**src/rtl/cpu_pkg.sv**
```systemverilog
// Shared CPU types and register-index constants used by the register file slice.
package cpu_pkg;

   typedef logic [4:0]  reg_idx_t;
   typedef logic [31:0] word_t;

   localparam reg_idx_t REG_ZERO = 5'd0;
   localparam reg_idx_t REG_RA   = 5'd31;

endpackage

```
**src/rtl/reg_scoreboard.sv**
```systemverilog
// Busy scoreboard: one bit per register marking an outstanding multi-cycle producer.
module reg_scoreboard
   import cpu_pkg::*;
#(
   parameter int NREG = 32
) (
   input  logic     clk,
   input  logic     rst,
   input  logic     set_en,
   input  reg_idx_t set_idx,
   input  logic     clr_en,
   input  reg_idx_t clr_idx,
   input  logic     flush,
   input  reg_idx_t rs_idx,
   input  reg_idx_t rt_idx,
   output logic     rs_busy,
   output logic     rt_busy
);

   logic [NREG-1:0] busy;
   logic [NREG-1:0] busy_next;

   // Flush or writeback clears first so that a same-cycle issue always ends up owning its register.
   always_comb begin
      busy_next = busy;
      if (flush) begin
         busy_next = '0;
      end else if (clr_en && clr_idx != REG_ZERO) begin
         busy_next[clr_idx] = 1'b0;
      end
      if (set_en && set_idx != REG_ZERO) begin
         busy_next[set_idx] = 1'b1;
      end
      busy_next[0] = 1'b0;
   end

   // Busy vector register; reset wins over every update.
   always_ff @(posedge clk) begin
      if (rst) begin
         busy <= '0;
      end else begin
         busy <= busy_next;
      end
   end

   // A writeback landing this cycle hides busy because the bypass already supplies the value.
   always_comb begin
      rs_busy = busy[rs_idx] & ~(clr_en && clr_idx == rs_idx);
      rt_busy = busy[rt_idx] & ~(clr_en && clr_idx == rt_idx);
   end

endmodule

```
**src/rtl/reg_file_sb.sv**
```systemverilog
// MIPS GPR file: 32x32 storage, two bypassed read ports and a busy scoreboard for decode stalls.
module reg_file_sb
   import cpu_pkg::*;
#(
   parameter int NREG = 32,
   parameter int DW   = 32
) (
   input  logic          clk,
   input  logic          rst,
   input  logic          wb_en,
   input  reg_idx_t      wb_dest,
   input  logic [DW-1:0] wb_data,
   input  reg_idx_t      rs_addr,
   input  reg_idx_t      rt_addr,
   output logic [DW-1:0] rs_data,
   output logic [DW-1:0] rt_data,
   output logic          rs_busy,
   output logic          rt_busy,
   input  logic          issue_en,
   input  reg_idx_t      issue_dest,
   input  logic          flush,
   output logic          stall_out,
   input  logic          read_req
);

   logic [DW-1:0] regs [NREG];

   // Register storage; writes to $zero are dropped so it always holds zero.
   always_ff @(posedge clk) begin
      if (rst) begin
         for (int i = 0; i < NREG; i++) begin
            regs[i] <= '0;
         end
      end else if (wb_en && wb_dest != REG_ZERO) begin
         regs[wb_dest] <= wb_data;
      end
   end

   // Read ports: $zero reads 0, a same-cycle writeback is forwarded, otherwise storage.
   always_comb begin
      rs_data = '0;
      rt_data = '0;
      if (rs_addr != REG_ZERO) begin
         rs_data = (wb_en && wb_dest == rs_addr) ? wb_data : regs[rs_addr];
      end
      if (rt_addr != REG_ZERO) begin
         rt_data = (wb_en && wb_dest == rt_addr) ? wb_data : regs[rt_addr];
      end
   end

   reg_scoreboard #(
      .NREG (NREG)
   ) u_scoreboard (
      .clk     (clk),
      .rst     (rst),
      .set_en  (issue_en),
      .set_idx (issue_dest),
      .clr_en  (wb_en),
      .clr_idx (wb_dest),
      .flush   (flush),
      .rs_idx  (rs_addr),
      .rt_idx  (rt_addr),
      .rs_busy (rs_busy),
      .rt_busy (rt_busy)
   );

   // Decode stalls only when it actually needs an operand that is still being produced.
   always_comb begin
      stall_out = (rs_busy | rt_busy) & read_req;
   end

endmodule

```
**config.mk**
```make
export PLATFORM = sky130hd
export DESIGN_NAME = reg_file_sb
export DESIGN_NICKNAME = d
export VERILOG_FILES = /design/src/rtl/cpu_pkg.sv /design/src/rtl/reg_scoreboard.sv /design/src/rtl/reg_file_sb.sv
export SDC_FILE = /design/constraint.sdc
export NUM_CORES = 2
export LEC_CHECK = 0
export CELL_PAD_IN_SITES_DETAIL_PLACEMENT = 0
export CELL_PAD_IN_SITES_GLOBAL_PLACEMENT = 1
export CORE_MARGIN = 2
export CORE_UTILIZATION = 54
export DETAILED_ROUTE_END_ITERATION = 6
export GPL_TIMING_DRIVEN = 1
export PLACE_DENSITY_LB_ADDON = 0.05
export SYNTH_ARGS = -nofsm -noshare
export SYNTH_HDL_FRONTEND = slang
export SYNTH_SLANG_ARGS = --single-unit
```
**constraint.sdc**
```tcl
create_clock -name clk -period 3.3 [get_ports clk]
set_input_delay 0.495 -clock clk [delete_from_list [all_inputs] [get_ports clk]]
set_output_delay 0.495 -clock clk [all_outputs]
set_load 0.005 [all_outputs]
```
Word-level counts from Yosys, hierarchy flattened
Memories as Yosys holds them, arrays and structs flattened. Index checks and enable logic that the tools add are counted.

Add/subtract/negate cells: 0. Multiply operators: 0. Divide/modulo/power cells: 0. $lt $le $gt $ge: 6. Eq/ne operators: 2. Shifts and indexed selects: 0. Multiplexer cells: 23. Bitwise operators: 9. Reduce and logical (&&, ||, !) cells: 11.

Operator list (count): 32-bit 2-to-1 mux (8); 32-bit bitwise AND (1); 32-bit inverter (1); 32-bit bitwise OR (1); 32-bit OR reduction (1); 5-bit by 6-bit less-than comparator with 1-bit output, second input constant (4); 5-bit nonzero test (4); 1-bit binary-select mux with 5-bit select (2); 1-bit demux with 5-bit select (2); 5-bit equality test (2); 5-bit by 1-bit greater-or-equal comparator with 1-bit output, second input constant (2); 1-bit 2-to-1 mux (10); 1-bit logical AND (6); 5-bit 2-to-1 mux (1); 1-bit bitwise AND (3); 1-bit inverter (2); 1-bit bitwise OR (1).

Bits in registers: 32. Bits in latches: 0. Bits in writable memories: 1024. ROM bits: 0. Bits of input ports: 58. Output and inout bits: 67. Logic and storage cells: 54. Memories kept: 1.

Memory list: regs (depth 32, bits a word 32, rd ports 2, clocked after Yosys merged registers in 0, write ports 32, line reg_file_sb.sv:26) `logic [DW-1:0] regs [NREG];`.

Longest topological paths before layout
Depth after elaboration: 10. Depth in mapped cells: 10. Gate-level depth less buffers: 6.

Cells and area by module
From an unflattened synthesis, not the netlist that was laid out.

Cell total of the unflattened synthesis: 4051. Area, all modules: 57207.4 µm².

By module, submodules not included: reg_file_sb (instances 1, cells an instance 3812, area an instance 55141.6 µm², seq. area each 30749.5 µm²); reg_scoreboard (instances 1, cells an instance 239, area an instance 2065.7 µm², seq. area each 620.6 µm²).

Least setup slack after synthesis
Ideal clock, no wire load.

Path type: input to output. Start: input rt_addr[0]. End: output rt_data[0]. Arrival: 2205 ps. Data required time: 2805 ps. Setup slack: 600 ps. Stages on the path: 7. Buffers on the path: 3. Path through: buf_2 -> buf_2 -> buf_2 -> mux4_2 -> mux2_2 -> o21ai_0 -> a21oi_1.

Cells in the longest elaborated chain, start to end: 4. Elaborated cells on any way between the ends: 6. Those cells by class: 1 x eq/ne; 2 x mux; 2 x reduce/logical; 1 x memory.

Ends and longest elaborated chain: start: declaration (line reg_file_sb.sv:14) `input reg_idx_t rt_addr,`; branches (longest 3 deep; another with memory read 32 x 32 bit); 32-bit 2-to-1 mux * (line reg_file_sb.sv:46) `if (rt_addr != REG_ZERO) begin`; end: declaration (line reg_file_sb.sv:16) `output logic [DW-1:0] rt_data,`.

Mark *: on every way between the ends.

==> impl_metrics.toml <==
[power]
p_sw_share_pct = 25.9
post-layout-total-power_mw = 33.3
power.leakage_nw = 24.3
power_frac_comb_pct = 15.6
p_int_mw = 24.6
worst_case_vdd_ir_drop_mv = 0.455
switching_power_mw = 8.62
share_clk_of_total_power_pct = 36.8
pwr_density_cell_nw_per_um2 = 484
power.share.sequential_pct = 47.6

[cells_and_area]
fin_area_um2 = 68700
stdcell_count = 5694
area_of_all_sequential_standard_cells_um2 = 31400
synthToLayoutAreaGrowth_pct = 19.5
fill_cells = 7495
utilization_pct = 65.1
fin_nets = 4268
multi_input_comb_area_um2 = 25100
layout-drive-gt1-share_pct = 34.6

[status]
failed_checks = "DRC, setup timing"
status = "finished, violations left"

[die]
floorplan.rows = 119
top_level_ports = 125
dieArea_um2 = 109000
die-width_um = 330
die_h_um = 330
initial_util_pct = 54.5
core_region_area_um2 = 105000

[setup_path]
worst_path_largest_cell_delay_ns = 0.61
setup.worst_path.end_class = "output port"
critical_path.max_fanout = 2
critical_path.most_common_cell = "mux4_2"
worst_setup_path_start_kind = "register"
worstPathArrival_ns = 2.89
cp_cell_sequence = "mux4_2 > mux4_2 > a221oi_4 > nor2_1 > buf_2"
crit_slowest_cell = "mux4_2"
setup.worst_path.class = "reg2out"
worstPathRequired_ns = 2.80

[clock_tree]
clkTransAtPathRegs_ns = 0.06
clk_latency_ns = 0.71
cts_tree = "done"
cts_made_buffers = 113
cts.root.buffer_cell = "clkbuf_16"
cts_htree_levels = 3
tritoncts_num_sinks = 1055
cts.hold.buffers_added = 0
cts-root-to-sink-buffers = 3

[placement]
post_detailed_placement_half_perimeter_wirelength_um = 132000
placement.setup.worst_slack_ns = -0.693
gpl.final_weighted_congestion = 0.926
placed_cells_incl_taps = 5448
dp_area_um2 = 64300
buffer_ports.inserted = 124

[route]
remaining_drc_errors = 13
route.detailed.vias_per_inst = 6.87
drt-initial-drc-count = 5573
route.detailed.wl_per_inst_um = 36.8
detailroute.via_count = 39100
wl_um = 210000
drt_pre_antenna_iters = 7
final_antenna_net_count = 0

[timing]
setup-violations-final = 4
clock.fmax_ghz = 0.295
fin_setup_tns_ns = -0.213
hold_slack_ns = 0.421
post-route-period-util_pct = 103
final.setup_skew_ns = 0
hold_viol = 0
fin_ws_ns = -0.0849
finalWorstPathRequiredPeriod_ns = 3.38
rsz_0062_raised_after_global_routing = "true"
slew_violations = 0
tightest_slew_ns = 0.970
max-slew-margin-rel_pct = 35.2

[global_routing]
global_route_met3_usage_pct = 7.91
grt_max_degree = 71
globalRouteTotalUtil_pct = 38.8
first_global_vias = 39800
globalRouteMet2Util_pct = 60.2
grt_most_used_layer = "met2"
grt_first_pass_wirelength_um = 293000
grt_antenna_before_repair = 18
overflow_after_grt = 0
met1_layer_usage_reported_by_global_route_pct = 51.0

[logic_synthesis]
post_synth_mux_area_share_pct = 24.8
synth_largest_area_cell = "edfxtp_1"
post_synth_num_cell_types = 56
synth.avg_cell_area_um2 = 15.0
combinational_family_with_the_most_area_after_synthesis = "multiplexers"
synthFlopType = "edfxtp_1"
netlist_top_cells_count = "edfxtp_1 (1024), and2_1 (995), mux4_2 (537)"
synth_edf_count = 1024
synth_adder_area_share_pct = 0
synthesized_area_um2 = 57500
synth_compound_area_share_pct = 3.61
post_synth_and_or_nand_nor_area_fraction_pct = 13.5
post-synth-top-area-fraction_pct = 53.5
synthesis.instances = 3829
ys_top_cells_by_area = "edfxtp_1 (54%), mux4_2 (21%), and2_1 (11%), mux2i_1 (2.2%), clkbuf_1 (1.8%)"
synthMostInstantiatedCell = "edfxtp_1"
synth.ff_latch_count = 1055
yosys_warnings = 0
synth.yosys.seq_area_share_pct = 54.6
post_synth_xor_area_fraction_pct = 0.152
synthArstFlopShare_pct = 0

[run]
timing.max_cap.violations = 0

[min_path]
min_path_type = "in2reg"
## cells in the final DEF, fill, tap and decap left out, drive strengths merged, types with 32 or more instances in the layout
master,count
and2,995
o21ai,55
mux2i,124
buf,553
mux2,77
nand2b,40
a21oi,91
a211oi,38
clkbuf,146
clkinv,55
nor2,74
conb,32
edfxtp,1024
mux4,539
clkdlybuf4s50,45
nand2,84
nor2b,46
## sequential cells by signal (all words and copies together) (netlist names)
signal,flops
u_scoreboard.busy,31
regs,1024
## power groups by stage
stage | logic, mW | clock network, mW | registers [mW]
2_1_floorplan | 2.63 | 0 | 15.9
3_3_place_gp | 4.96 | 0 | 16.0
3_5_place_dp | 5.01 | 0 | 16.1
4_1_cts | 5.09 | 12.3 | 15.8
5_1_grt | 5.34 | 12.8 | 15.9
6_report | 5.20 | 12.2 | 15.8
## metal layers
layer  part of all wire (%)  routed length, µm
met4                    6.7              14000
met3                     11              23500
met5                  0.019                 39
met1                     36              75000
met2                     46              97200
## final cells by class
class | count | area share (%)
Clock inverter | 68 | 0.736
Inverter | 2 | 0.0109
Sequential cell | 1055 | 45.7
Multi-Input combinational cell | 2393 | 36.6
Tap cell | 1391 | 2.53
Clock buffer | 138 | 4.33
Antenna cell | 2 | 0.00729
Timing Repair Buffer | 645 | 10.1
## what timing repair did
item | CTS | global route
setup endpoints to repair | 66 | 53
pin swaps | 50 | 23
gates resized for setup | 264 | 45
hold endpoints to repair | 0 | 0
setup buffers | 29 | 14
cloned | 3 | 1
## cell families after synthesis
group | after synthesis
xor gates and xnor gates | 10
muxes | 740
AOI/OAI and AO/OA | 311
and+or+nand+nor | 1300
DFF | 1055
other | 1
buffers and inverters | 412
## final timing paths
check | slack [ns] | to | startpoint | cells past startpoint
setup / recovery | -0.08 | rs_data[4] | regs[23][4]$_SDFFCE_PN0P_ | 5
hold / removal | 0.42 | regs[12][17]$_SDFFCE_PN0P_ | rst | 2
hold reg to reg | 0.49 | u_scoreboard.busy[30]$_SDFF_PP0_ | u_scoreboard.busy[30]$_SDFF_PP0_ | 2
setup reg to reg | 2.54 | u_scoreboard.busy[20]$_SDFF_PP0_ | u_scoreboard.busy[20]$_SDFF_PP0_ | 4
## worst max-delay path, delay by kind of cell, from the launching register on
family | cells | cell delay [ns]
muxes | 2 | 1.10
AOI/OAI and AO/OA | 1 | 0.45
DFF | 1 | 0.41
buffers and inverters | 1 | 0.15
and+or+nand+nor | 1 | 0.08
Note: power is estimated with default switching activity, not from simulation.
